### src/rtl/ysyx_22040125_pipe_ctrl_if.sv
// Handshake bundle between the pipeline datapath and the hazard/stall controller.
// The datapath side (master) reports hazard sources; the controller (slave) returns stage controls.
interface ysyx_22040125_pipe_ctrl_if;
    logic [4:0] id_rs1;
    logic [4:0] id_rs2;
    logic       id_rs1_en;
    logic       id_rs2_en;
    logic       ex_valid;
    logic       ex_is_load;
    logic [4:0] ex_rd;
    logic       ex_redirect;
    logic       ex_div_start;
    logic       div_done;
    logic       mem_req;
    logic       mem_ack;
    logic       hold_pc;
    logic       hold_ifid;
    logic       hold_idex;
    logic       hold_exmem;
    logic       bubble_ifid;
    logic       bubble_idex;
    logic       bubble_exmem;
    logic       bubble_memwb;
    logic       div_go;
    logic [1:0] ctrl_state;

    modport master (
        output id_rs1, id_rs2, id_rs1_en, id_rs2_en, ex_valid, ex_is_load, ex_rd,
               ex_redirect, ex_div_start, div_done, mem_req, mem_ack,
        input  hold_pc, hold_ifid, hold_idex, hold_exmem, bubble_ifid, bubble_idex,
               bubble_exmem, bubble_memwb, div_go, ctrl_state
    );

    modport slave (
        input  id_rs1, id_rs2, id_rs1_en, id_rs2_en, ex_valid, ex_is_load, ex_rd,
               ex_redirect, ex_div_start, div_done, mem_req, mem_ack,
        output hold_pc, hold_ifid, hold_idex, hold_exmem, bubble_ifid, bubble_idex,
               bubble_exmem, bubble_memwb, div_go, ctrl_state
    );
endinterface

### src/rtl/ysyx_22040125_pipe_ctrl.sv
// Central hazard/stall controller for the five-stage pipeline: per-cycle hold/bubble decisions
// for each inter-stage register, plus a saturating count of stalled cycles.
module ysyx_22040125_pipe_ctrl #(
    parameter int unsigned CNT_W = 32
) (
    input  logic                      clk,
    input  logic                      rst,
    ysyx_22040125_pipe_ctrl_if.slave  pc,
    output logic [CNT_W-1:0]          stall_cnt
);

    typedef enum logic [1:0] {
        StRun     = 2'd0,
        StMemWait = 2'd1,
        StDivWait = 2'd2
    } state_e;

    state_e           state_q;
    logic [CNT_W-1:0] cnt_q;

    logic mem_stall;
    logic div_start;
    logic redirect;
    logic load_use;
    logic any_hold;

    assign mem_stall = pc.mem_req & ~pc.mem_ack;
    assign div_start = pc.ex_valid & pc.ex_div_start;
    assign redirect  = pc.ex_valid & pc.ex_redirect;
    assign load_use  = pc.ex_valid & pc.ex_is_load & (pc.ex_rd != 5'd0) &
                       ((pc.id_rs1_en & (pc.id_rs1 == pc.ex_rd)) |
                        (pc.id_rs2_en & (pc.id_rs2 == pc.ex_rd)));

    always_comb begin
        pc.hold_pc      = 1'b0;
        pc.hold_ifid    = 1'b0;
        pc.hold_idex    = 1'b0;
        pc.hold_exmem   = 1'b0;
        pc.bubble_ifid  = 1'b0;
        pc.bubble_idex  = 1'b0;
        pc.bubble_exmem = 1'b0;
        pc.bubble_memwb = 1'b0;
        pc.div_go       = 1'b0;
        if (!rst) begin
            // Flush every stage with NOPs while reset is held.
            pc.bubble_ifid  = 1'b1;
            pc.bubble_idex  = 1'b1;
            pc.bubble_exmem = 1'b1;
            pc.bubble_memwb = 1'b1;
        end else begin
            unique case (state_q)
                StRun: begin
                    if (mem_stall) begin
                        {pc.hold_pc, pc.hold_ifid, pc.hold_idex, pc.hold_exmem} = 4'b1111;
                        pc.bubble_memwb = 1'b1;
                    end else if (div_start) begin
                        {pc.hold_pc, pc.hold_ifid, pc.hold_idex} = 3'b111;
                        pc.bubble_exmem = 1'b1;
                        pc.div_go       = 1'b1;
                    end else if (redirect) begin
                        pc.bubble_ifid = 1'b1;
                        pc.bubble_idex = 1'b1;
                    end else if (load_use) begin
                        pc.hold_pc     = 1'b1;
                        pc.hold_ifid   = 1'b1;
                        pc.bubble_idex = 1'b1;
                    end
                end
                StMemWait: begin
                    if (!pc.mem_ack) begin
                        {pc.hold_pc, pc.hold_ifid, pc.hold_idex, pc.hold_exmem} = 4'b1111;
                        pc.bubble_memwb = 1'b1;
                    end
                end
                StDivWait: begin
                    if (!pc.div_done) begin
                        {pc.hold_pc, pc.hold_ifid, pc.hold_idex} = 3'b111;
                        pc.bubble_exmem = 1'b1;
                    end
                end
                default: ;
            endcase
        end
    end

    assign any_hold = pc.hold_pc | pc.hold_ifid | pc.hold_idex | pc.hold_exmem;

    always_ff @(posedge clk) begin
        if (!rst) begin
            state_q <= StRun;
            cnt_q   <= '0;
        end else begin
            unique case (state_q)
                StRun: begin
                    if (mem_stall)      state_q <= StMemWait;
                    else if (div_start) state_q <= StDivWait;
                end
                StMemWait: if (pc.mem_ack)  state_q <= StRun;
                StDivWait: if (pc.div_done) state_q <= StRun;
                default:                    state_q <= StRun;
            endcase
            if (any_hold && (cnt_q != {CNT_W{1'b1}})) cnt_q <= cnt_q + 1'b1;
        end
    end

    assign pc.ctrl_state = state_q;
    assign stall_cnt     = cnt_q;

endmodule

### src/flat_wrapper.sv
// flat-port wrapper written by rule: the top's interface ports become plain ports
module ysyx_22040125_pipe_ctrl_flat 
#(
    parameter int unsigned CNT_W = 32
)
  (clk, rst, stall_cnt, pc_id_rs1, pc_id_rs2, pc_id_rs1_en, pc_id_rs2_en, pc_ex_valid, pc_ex_is_load, pc_ex_rd, pc_ex_redirect, pc_ex_div_start, pc_div_done, pc_mem_req, pc_mem_ack, pc_hold_pc, pc_hold_ifid, pc_hold_idex, pc_hold_exmem, pc_bubble_ifid, pc_bubble_idex, pc_bubble_exmem, pc_bubble_memwb, pc_div_go, pc_ctrl_state);
  ysyx_22040125_pipe_ctrl_if pc_i ();
  input  logic clk;
  input  logic rst;
  output logic [CNT_W-1:0] stall_cnt;
  input wire logic [$bits(pc_i.id_rs1)-1:0] pc_id_rs1;
  input wire logic [$bits(pc_i.id_rs2)-1:0] pc_id_rs2;
  input wire logic [$bits(pc_i.id_rs1_en)-1:0] pc_id_rs1_en;
  input wire logic [$bits(pc_i.id_rs2_en)-1:0] pc_id_rs2_en;
  input wire logic [$bits(pc_i.ex_valid)-1:0] pc_ex_valid;
  input wire logic [$bits(pc_i.ex_is_load)-1:0] pc_ex_is_load;
  input wire logic [$bits(pc_i.ex_rd)-1:0] pc_ex_rd;
  input wire logic [$bits(pc_i.ex_redirect)-1:0] pc_ex_redirect;
  input wire logic [$bits(pc_i.ex_div_start)-1:0] pc_ex_div_start;
  input wire logic [$bits(pc_i.div_done)-1:0] pc_div_done;
  input wire logic [$bits(pc_i.mem_req)-1:0] pc_mem_req;
  input wire logic [$bits(pc_i.mem_ack)-1:0] pc_mem_ack;
  output wire logic [$bits(pc_i.hold_pc)-1:0] pc_hold_pc;
  output wire logic [$bits(pc_i.hold_ifid)-1:0] pc_hold_ifid;
  output wire logic [$bits(pc_i.hold_idex)-1:0] pc_hold_idex;
  output wire logic [$bits(pc_i.hold_exmem)-1:0] pc_hold_exmem;
  output wire logic [$bits(pc_i.bubble_ifid)-1:0] pc_bubble_ifid;
  output wire logic [$bits(pc_i.bubble_idex)-1:0] pc_bubble_idex;
  output wire logic [$bits(pc_i.bubble_exmem)-1:0] pc_bubble_exmem;
  output wire logic [$bits(pc_i.bubble_memwb)-1:0] pc_bubble_memwb;
  output wire logic [$bits(pc_i.div_go)-1:0] pc_div_go;
  output wire logic [$bits(pc_i.ctrl_state)-1:0] pc_ctrl_state;
  assign pc_i.id_rs1 = pc_id_rs1;
  assign pc_i.id_rs2 = pc_id_rs2;
  assign pc_i.id_rs1_en = pc_id_rs1_en;
  assign pc_i.id_rs2_en = pc_id_rs2_en;
  assign pc_i.ex_valid = pc_ex_valid;
  assign pc_i.ex_is_load = pc_ex_is_load;
  assign pc_i.ex_rd = pc_ex_rd;
  assign pc_i.ex_redirect = pc_ex_redirect;
  assign pc_i.ex_div_start = pc_ex_div_start;
  assign pc_i.div_done = pc_div_done;
  assign pc_i.mem_req = pc_mem_req;
  assign pc_i.mem_ack = pc_mem_ack;
  assign pc_hold_pc = pc_i.hold_pc;
  assign pc_hold_ifid = pc_i.hold_ifid;
  assign pc_hold_idex = pc_i.hold_idex;
  assign pc_hold_exmem = pc_i.hold_exmem;
  assign pc_bubble_ifid = pc_i.bubble_ifid;
  assign pc_bubble_idex = pc_i.bubble_idex;
  assign pc_bubble_exmem = pc_i.bubble_exmem;
  assign pc_bubble_memwb = pc_i.bubble_memwb;
  assign pc_div_go = pc_i.div_go;
  assign pc_ctrl_state = pc_i.ctrl_state;
  ysyx_22040125_pipe_ctrl #(.CNT_W(CNT_W)) u_core (.clk(clk), .rst(rst), .pc(pc_i), .stall_cnt(stall_cnt));
endmodule
### config.mk
export PLATFORM = sky130hd
export DESIGN_NAME = ysyx_22040125_pipe_ctrl_flat
export DESIGN_NICKNAME = d
export VERILOG_FILES = /design/src/rtl/ysyx_22040125_pipe_ctrl_if.sv /design/src/rtl/ysyx_22040125_pipe_ctrl.sv /design/src/flat_wrapper.sv
export SDC_FILE = /design/constraint.sdc
export NUM_CORES = 1
export LEC_CHECK = 0
export CAP_MARGIN = 0
export CORE_UTILIZATION = 40
export CTS_CLUSTER_DIAMETER = 80
export DETAILED_ROUTE_END_ITERATION = 10
export PLACE_DENSITY = 0.76
export SLEW_MARGIN = 20
export SYNTH_ARGS = -nofsm -noshare
export SYNTH_HDL_FRONTEND = slang
export SYNTH_SLANG_ARGS = --single-unit
export TNS_END_PERCENT = 50
### constraint.sdc
create_clock -name clk -period 5.55 [get_ports clk]
set_input_delay 0.555 -clock clk [delete_from_list [all_inputs] [get_ports clk]]
set_output_delay 0.555 -clock clk [all_outputs]
set_load 0.01 [all_outputs]
Word-level counts from Yosys, hierarchy flattened
Index checks and enable logic that the tools add are counted.
- bits in registers: 34
- input bits: 26
- output and inout port bits: 43
- $add $sub $neg: 1
- eq/ne operators: 8
- multiplexer cells: 36
- bitwise operators: 12
- reductions and logical operators: 4
- operator list (operator ; count):
    $add 32x1->32 const B ; 1
    $ne 32x32->1 const B ; 1
    $mux 1 ; 27
    $eq 5x5->1 ; 2
    $and 1x1->1 ; 8
    $mux 2 ; 4
    $pmux 1 s3 ; 2
    $pmux 2 s3 ; 1
    $reduce_bool 5->1 ; 1
    $ne 2x2->1 const B ; 2
    $pmux 1 s2 ; 2
    $ne 3x1->1 const B ; 1
    $or 1x1->1 ; 3
    $reduce_and 3->1 ; 1
    $eq 2x1->1 const B ; 1
    $eq 2x2->1 const B ; 1
    $logic_not 2->1 ; 1
    $logic_and 1x1->1 ; 1
    $not 1->1 ; 1

Longest topological paths before layout
Gate-level depths: netlist of the first run.
- depth in word-level cells: 13
- depth in mapped cells: 9
- depth with buffers taken out: 8

Worst setup path after synthesis of the first run
Ideal clock, no wire load.
- path kind: input to output
- start point: input port pc_mem_req
- end point: output port pc_hold_pc
- data arrival time: 1880 ps
- slack: 3115 ps
- cell stages on the path: 8
- cells stage by stage: or2_2 -> a2bb2oi_1 -> o22ai_1 -> nand2_1 -> inv_1 -> nor2_1 -> inv_1 -> buf_4
- cells in the longest elaborated chain, start to end: 4
- ends and longest elaborated chain (item ; line ; text):
    start: declaration ; flat_wrapper.sv:21 ; input wire logic [$bits(pc_i.mem_req)-1:0] pc_mem_req;
    $and 1x1->1 ; ysyx_22040125_pipe_ctrl.sv:27 ; assign mem_stall = pc.mem_req & ~pc.mem_ack;
    $mux 1 ; n/a ;
    $pmux 1 s3 ; n/a ;
    $mux 1 ; n/a ;
    end: declaration ; flat_wrapper.sv:23 ; output wire logic [$bits(pc_i.hold_pc)-1:0] pc_hold_pc;
Every way passes these cells.

Final worst setup path of the first run
- start point: input port rst
- end point: output port pc_hold_pc
- cells in the longest elaborated chain, start to end: 1
- ends and longest elaborated chain (item ; line ; text):
    start: declaration ; flat_wrapper.sv:9 ; input logic rst;
    $mux 1 ; ysyx_22040125_pipe_ctrl.sv:44 ; if (!rst) begin
Every way passes these cells.

==> results of run 1 <==
[power groups by stage]
stage                     Combinational, uW  Clock, uW  Sequential (uW)
final                                  78.6        191              249
after global routing                   84.7        208              250
after CTS                              78.7        196              249
after detailed placement               78.5          0              255
after global placement                 77.5          0              255
after floorplan                        36.4          0              255
[sequential cells by signal (all words and copies together) (netlist names)]
register / count
u_core.stall_cnt: 32
u_core.pc.ctrl_state: 2
[cell usage in the layout, fill, tap and decap left out, types with 4 or more instances in the layout]
cell             synthesis  final
a21oi_1                 19     19
and3_1                   8      8
clkbuf_8                 0      6
clkdlybuf4s50_1          0     68
dfxtp_1                 34     34
inv_1                    9      9
mux2i_1                 12     12
nand2_1                 29     29
nand2b_1                 8      8
nand3_1                  8      8
nand4_1                 16     16
nor2_1                  11     11
nor3_1                   4      4
o21ai_0                 12     12
or3_1                   11     11
xnor2_1                 14     14
[kinds of logic after synthesis]
logic type	synth area share
compound gates	0.1632
fa+ha+maj	0.006372
xor+xnor	0.06246
flops	0.3467
simple gates	0.3244
mux	0.06119
buf+inv	0.03569
[worst min-delay path: cells and delay by family (launching register included)]
family           cells  cell delay [ns]
AND/OR/NAND/NOR      1             0.06
flip-flops           1             0.33
multiplexers         1             0.05
[routing by layer]
layer  vias up  track usage
met3         2      0.04583
met5         -            0
li1       1012            -
met4         0      0.05229
met2        55       0.3218
met1       947       0.2547
[area by class of cell]
class / instances / area [um^2]
multi-input cells: 187 / 1212
repair buffers: 70 / 695.7
well taps: 67 / 83.83
inverters: 9 / 33.78
flip-flops and latches: 34 / 680.7
clock buffers: 6 / 82.58
clock inverters: 2 / 12.51
fillers: 433 / 1922
[per-stage QoR]
step / total power (uW) / hold WS (ns) / utilization
after CTS: 524.0 / 0.4911 / 0.5931
after global placement: 332.7 / 0.4749 / 0.5730
final: 519.0 / 0.4896 / 0.5931
after floorplan: 291.9 / 0.4973 / -
after global routing: 542.3 / 0.5175 / 0.5931
after detailed placement: 333.5 / 0.4815 / 0.5730
[final timing paths]
kind / endpoint / slack, ns / depth (start not counted)
setup / recovery: pc_hold_pc / 2.00 / 8
setup reg to reg: u_core.stall_cnt[3]$_SDFFE_PN0P_ / 2.91 / 7
hold / removal: u_core.stall_cnt[18]$_SDFFE_PN0P_ / 0.49 / 2
hold reg to reg: u_core.stall_cnt[18]$_SDFFE_PN0P_ / 0.49 / 2
==> qor.csv, run 1 <==
metric;value;unit
Max clock buf depth;2;
Post-CTS Repair Setup Buffers;0;
area of the core;4723;um^2
initial antenna violation count;0;
worst skew pair latency;0.28;ns
row cnt;25;
hold path startpoint;u_core.stall_cnt[18]$_SDFFE_PN0P_;
f_max;281.3;MHz
Startpoint Class;input port;
wire length per cell;13.18;um
crit-path max cell delay;0.53;ns
Clk pwr share;0.368;
ys flop type;dfxtp_1;
minimum clock period;3.555;ns
vias in the first global route;1792;
post-route design area;2801;um^2
Worst EP arrival;3.00;ns
drt first pass iters;4;
global route total overflow;0;
Non-Filler Instances;375;
largest net degree at the start of global routing;26;
Post-Synthesis Cell Area;1963;um^2
H-tree depth;2;
P_int;387.9;uW
logic gate share of total power;0.152;
leading area contributor after synthesis;dfxtp_1;
Worst Setup End Kind;output port;
most numerous cell in the Yosys netlist;dfxtp_1;
Via density;5.376;
CTS Buf Count;5;
Hold Path Class;flop to flop;
Flop pwr share;0.481;
sequential-to-total area share from yosys stat;0.3467;
Worst IR Drop VDD;0.00008999;V
total I/O pin count;69;
max_slew headroom;0.3393;
Avg Cell Area, Syn;8.248;um^2
Placement Setup Slack;1.934;ns
critical path data required time;4.99;ns
Post-DP Area;2706;um^2
total number of vias;2016;
Final ANT Viol Nets;0;
Clock Skews;0.007459;ns
crit path kind;input port to output port;
status;completed;
DRC viols;0;
clock sinks;34;
share of cells above drive strength 1;0.06494;
critical path, cell by cell;clkdlybuf4s50_1 -> buf_4 -> inv_1 -> nor4_1 -> and3_1 -> nor2_1 -> inv_1 -> clkdlybuf4s50_1;
critical path launch point;rst;
largest cells by area after synthesis;dfxtp_1 35%, xnor2_1 6.2%, mux2i_1 6.1%;
met2 WL;2363;um
Hold Violations, Final;0;
Setup TNS Final;0;ns
Mapped Nets;265;
first-pass GRT wire length;8107;um
hold buffers post-CTS;0;
area fraction of the dominant cell type after synthesis;0.3467;
Worst-path clk slew;0.07;ns
worst r2r src;u_core.stall_cnt[7]$_SDFFE_PN0P_;
Final period util;0.6405;
CTS tree;yes;
met3 wire length;213;um
Synth top cells by count;34 x dfxtp_1, 29 x nand2_1, 19 x a21oi_1;
final setup margin;1.995;ns
Placed Cells;367;
Yosys reg bits;34;
pwr/cell area;185.3;nW/um^2
total of max-cap violations;0;
cell count after synthesis;238;
Area growth syn-to-layout;42.70;%
Worst Tran Pin Value;0.9910;ns
NetSw;131.0;uW
unrepaired setup endpoints after global routing;no;
Post-synth ARST share;0;
YS warnings;0;
drt initial violations;114;
post_cts resized;0;
fin. max-slew vios;0;
Starting Density;0.4156;
CP max FO;25;
LEAKAGE;0.0009891;uW
DP Wirelength;3666;um
CP top delay family;buffers and inverters;
Tot GR Track Use;0.1945;
routability cong.;0.8118;
synth unique cells;45;
Antenna Cells;0;
Die Width;72.06;um
highest routed layer;met4;
root buf cell;clkbuf_8;
fin nets;334;
switch share;0.2525;
metal1 wirelength;2356;um
total wire length;4942;um
WP buf/inv;5;
port bufs;68;
CP max-delay cell;clkdlybuf4s50_1;
die area;5192;um^2
Die H;72.06;um
Post-synth EDFFs;0;
Setup-failing EPs final;0;
Power figures use the tool's default switching activity.
==> run 2: changes to the inputs <==
PLACE_DENSITY = 0.79   (was 0.76)
clock period = 3 ns   (was 5.55 ns; I/O delays follow)
==> run 2 against run 1 <==
  * Clock power is 84% higher
  * Total power is 86% higher
  * Clock-buffer cell count is 1 higher
  * Via count is 2.2% higher
  * Flip-flop and latch count stayed put
  * Utilization is 0.87 points higher
  * Combinational power is 93% higher
  * Sequential share of layout area is 0.35 points lower
  * Die area stayed put
  * Register-to-register slack worse by 2.3 ns
  * Cell area is 1.5% higher
  * Critical path type unchanged
==> qor.csv, run 2 (synthesized netlist as in run 1, its figures left out) <==
metric;value;unit
drt first pass iters;4;
CTS tree;yes;
Tot GR Track Use;0.2102;
area of the multi-input gates;1212;um^2
die area;5192;um^2
Starting Density;0.4156;
Worst EP arrival;2.53;ns
Setup TNS Final;0;ns
CP max FO;5;
fin util;0.6019;
total I/O pin count;69;
Setup-failing EPs final;0;
area of the core;4723;um^2
Die H;72.06;um
R2R setup slack;0.63;ns
Die Width;72.06;um
Post-DP Area;2751;um^2
fin nets;340;
r2r endpoint;u_core.stall_cnt[8]$_SDFFE_PN0P_;
Flop pwr share;0.479;
Largest register FFs;32;
logic gate share of total power;0.157;
worst r2r src;u_core.stall_cnt[7]$_SDFFE_PN0P_;
root buf cell;clkbuf_8;
unrepaired setup endpoints after global routing;no;
status;completed;
Placed Cells;373;
Hold Path Class;flop to flop;
global route total overflow;0;
switch share;0.2505;
Startpoint Class;input port;
Worst Setup End Kind;output port;
crit path kind;input port to output port;
pwr/cell area;339.3;nW/um^2
Via density;5.407;
f_max;353.3;MHz
row cnt;25;
Clk pwr share;0.364;
hold buffers post-CTS;0;
CTS Buf Count;5;
initial antenna violation count;0;
LEAKAGE;0.001020;uW
Area growth syn-to-layout;44.81;%
minimum clock period;2.831;ns
Max clock buf depth;2;
Hold Violations, Final;0;
Fill cells;435;
P_int;722.9;uW
post-route design area;2843;um^2
most common cell after layout, fill and taps aside;clkdlybuf4s50_1;
critical path launch point;pc_ex_rd[1];
Final period util;0.9436;
total number of vias;2060;
total wire length;5259;um
share of cells above drive strength 1;0.07962;
largest net degree at the start of global routing;25;
Antenna Cells;0;
worst skew pair latency;0.28;ns
post_cts resized;0;
Non-Filler Instances;381;
area taken by flip-flops and latches;680.7;um^2
most frequent cells in the layout;68 x clkdlybuf4s50_1, 34 x dfxtp_1, 29 x nand2_1, 19 x a21oi_1, 16 x nand4_1;
clock sinks;34;
Worst-path clk slew;0.07;ns
port bufs;68;
critical path data required time;2.70;ns
H-tree depth;2;
total of max-cap violations;0;
drt initial violations;166;
DRC viols;0;
first-pass GRT wire length;8694;um
Worst Setup EP;pc_hold_pc;
NetSw;241.6;uW
Worst Tran Pin Value;0.5608;ns
Clock Skews;0.003412;ns
wire length per cell;13.80;um
routability cong.;0.8037;
fin. max-slew vios;0;
Final ANT Viol Nets;0;
Post-CTS Repair Setup Buffers;0;
vias in the first global route;1888;
max_slew headroom;0.6258;
Worst R2R Path Depth;8;
DP Wirelength;4003;um
Worst IR Drop VDD;0.0001717;V
run 2: cell count changes in the layout (fill, tap and decap cells not counted), sizes merged:
cell / change
buf: +6
clkinvlp: -1
clkbuf: +1
run 2: worst min-delay path by stage:
stage	start	endpoint	slack, ns	depth (start not counted)
detailed placement	u_core.stall_cnt[4]$_SDFFE_PN0P_	u_core.stall_cnt[4]$_SDFFE_PN0P_	0.48	1
global placement	u_core.stall_cnt[18]$_SDFFE_PN0P_	u_core.stall_cnt[18]$_SDFFE_PN0P_	0.48	2
floorplan	rst	u_core.stall_cnt[14]$_SDFFE_PN0P_	0.45	2
global route	u_core.stall_cnt[14]$_SDFFE_PN0P_	u_core.stall_cnt[14]$_SDFFE_PN0P_	0.53	2
finish	u_core.stall_cnt[14]$_SDFFE_PN0P_	u_core.stall_cnt[14]$_SDFFE_PN0P_	0.50	2
CTS	u_core.stall_cnt[14]$_SDFFE_PN0P_	u_core.stall_cnt[14]$_SDFFE_PN0P_	0.50	2
run 2: stage by stage:
stage	total power [uW]	hold WS, ns	setup WS, ns
2_1_floorplan	540.0	0.4519	0.8111
3_3_place_gp	621.3	0.4791	0.2289
3_5_place_dp	623.2	0.4818	0.1769
4_1_cts	973.0	0.5041	0.1735
5_1_grt	1002	0.5255	0.01295
6_report	964.5	0.5022	0.1692
run 2: layout make-up:
type	instances	area share
Clock buffer	7	0.03037
Clock inverter	1	0.001761
Inverter	9	0.01188
Multi-Input combinational cell	187	0.4265
Sequential cell	34	0.2394
Tap cell	67	0.02949
Timing Repair Buffer	76	0.2606
run 2: critical path, stage by stage:
cell and delay, ns:
clkdlybuf4s50_1 0.47, or3_1 0.41, o311a_1 0.34, and3_1 0.22, nor2_1 0.23, inv_1 0.09, clkdlybuf4s50_1 0.48
run 2: power by group through the flow:
stage | Clock (uW) | Sequential (uW) | Combinational [uW]
detailed placement | 0 | 472 | 151
floorplan | 0 | 473 | 67.3
CTS | 360 | 462 | 152
global route | 376 | 462 | 164
global placement | 0 | 472 | 149
finish | 351 | 462 | 152
run 2: per-layer routing:
layer | vias up | routed length (um) | GRT usage
met5 | - | 0 | 0
li1 | 1030 | - | -
met2 | 51 | 2605 | 0.3574
met3 | 11 | 191 | 0.03750
met1 | 968 | 2387 | 0.2698
met4 | 0 | 76 | 0.06972
==> run 3: changes to the inputs <==
CORE_MARGIN = 5   (was not set)
==> run 3 against run 2 <==
  * Combinational power is essentially flat
  * Non-clock buffer count is 1 lower
  * Register-to-register slack improved by 0.04 ns
  * Highest routed layer unchanged
==> qor.csv, run 3 (synthesized netlist as in run 1, its figures left out) <==
metric;value;unit
DRC viols;0;
total of max-cap violations;0;
die area;6409;um^2
drt initial violations;102;
Via density;5.353;
first-pass GRT wire length;9170;um
Fill cells;435;
Die H;80.06;um
largest net degree at the start of global routing;25;
Worst Tran Pin Value;0.5418;ns
fin util;0.5995;
Starting Density;0.4129;
Post-CTS Repair Setup Buffers;0;
root buf cell;clkbuf_8;
Non-Filler Instances;380;
Max clock buf depth;2;
Tot GR Track Use;0.1820;
Clock Skews;0.005115;ns
routability cong.;0.8153;
post_cts resized;0;
Final ANT Viol Nets;0;
Final period util;0.9438;
Placed Cells;372;
Hold Path Class;flop to flop;
initial antenna violation count;0;
Area growth syn-to-layout;45.19;%
most frequent cells in the layout;68 x clkdlybuf4s50_1, 34 x dfxtp_1, 29 x nand2_1, 19 x a21oi_1, 16 x nand4_1;
total wire length;5469;um
critical path data required time;2.70;ns
Post-DP Area;2744;um^2
Worst IR Drop VDD;0.0002067;V
vias in the first global route;1940;
r2r endpoint;u_core.stall_cnt[4]$_SDFFE_PN0P_;
most common cell after layout, fill and taps aside;clkdlybuf4s50_1;
DP Wirelength;4120;um
worst r2r src;u_core.stall_cnt[7]$_SDFFE_PN0P_;
logic gate share of total power;0.148;
port bufs;68;
CTS Buf Count;5;
total I/O pin count;69;
post-route design area;2850;um^2
Worst R2R Path Depth;8;
hold buffers post-CTS;0;
Hold Path Cell Cnt;2;
Startpoint Class;input port;
NetSw;249.1;uW
CP max FO;5;
Hold Violations, Final;0;
row cnt;25;
Worst Setup End Kind;output port;
Worst-path clk slew;0.07;ns
Worst EP arrival;2.53;ns
hold path startpoint;u_core.stall_cnt[14]$_SDFFE_PN0P_;
fin. max-slew vios;0;
global route total overflow;0;
wire length per cell;14.39;um
minimum clock period;2.831;ns
Die Width;80.06;um
H-tree depth;2;
drt first pass iters;4;
hold endpoint;u_core.stall_cnt[14]$_SDFFE_PN0P_;
status;completed;
Clk pwr share;0.406;
total number of vias;2034;
unrepaired setup endpoints after global routing;no;
switch share;0.2406;
clock sinks;34;
LEAKAGE;0.001020;uW
Setup-failing EPs final;0;
R2R setup slack;0.67;ns
crit path kind;input port to output port;
Setup TNS Final;0;ns
pwr/cell area;363.2;nW/um^2
area of the core;4755;um^2
max_slew headroom;0.6375;
Flop pwr share;0.446;
share of cells above drive strength 1;0.07348;
Largest register FFs;32;
P_int;786.3;uW
fin nets;339;
Antenna Cells;0;
CTS tree;yes;
Placement Setup Slack;0.1681;ns
final setup margin;0.1686;ns
worst skew pair latency;0.29;ns
f_max;353.2;MHz
run 3: cell types whose count changed in the layout (fill, tap and decap cells not counted):
cell / previous run / this run
buf_4: 8 / 7
clkbuf_1: 1 / 2
clkinv_2: 1 / 0
bufinv_16: 0 / 1
clkbuf_8: 6 / 5
run 3: stage by stage:
stage	total power [uW]	hold WS (ns)
after global routing	1085	0.5292
after detailed placement	624.7	0.4840
after CTS	1043	0.4963
after global placement	621.7	0.4727
after floorplan	540.0	0.4519
final	1035	0.4915
run 3: critical path, stage by stage:
cell             delay (ns)
clkdlybuf4s50_1        0.48
or3_1                  0.38
o311a_1                0.34
and3_1                 0.23
nor2_1                 0.22
inv_1                  0.09
clkdlybuf4s50_1        0.49
run 3: area by class of cell:
class / instances / area, um^2 / area share
clock buffer: 7 / 76.32 / 0.02678
tap: 67 / 83.83 / 0.02941
multi-input combinational: 187 / 1212 / 0.4254
clock inverter: 1 / 30.03 / 0.01054
timing repair buffer: 75 / 733.2 / 0.2572
inverter: 9 / 33.78 / 0.01185
sequential: 34 / 680.7 / 0.2388
run 3: power by group through the flow:
stage | logic [uW] | registers, uW | clock network (uW)
final | 153 | 462 | 421
after CTS | 153 | 462 | 428
after global placement | 150 | 472 | 0
after global routing | 165 | 463 | 457
after detailed placement | 152 | 472 | 0
after floorplan | 67.3 | 473 | 0
run 3: metal layers:
metal	up-vias	GRT usage	part of all wire
met4	0	0.07264	0.017
li1	1027	-	-
met3	10	0.05045	0.049
met1	952	0.2232	0.44
met2	45	0.2997	0.49
met5	-	0	0
run 3: worst max path at each step:
| stage | start | end | slack, ns | cells past startpoint |
|---|---|---|---|---|
| final | pc_ex_rd[0] | pc_hold_ifid | 0.17 | 7 |
| after global routing | pc_ex_rd[0] | pc_hold_pc | 0.05 | 7 |
| after CTS | pc_ex_rd[0] | pc_hold_ifid | 0.16 | 7 |
| after detailed placement | pc_ex_rd[0] | pc_hold_pc | 0.17 | 7 |
| after global placement | pc_ex_rd[1] | pc_hold_ifid | 0.24 | 7 |
| after floorplan | u_core.stall_cnt[7]$_SDFFE_PN0P_ | u_core.stall_cnt[28]$_SDFFE_PN0P_ | 0.81 | 6 |
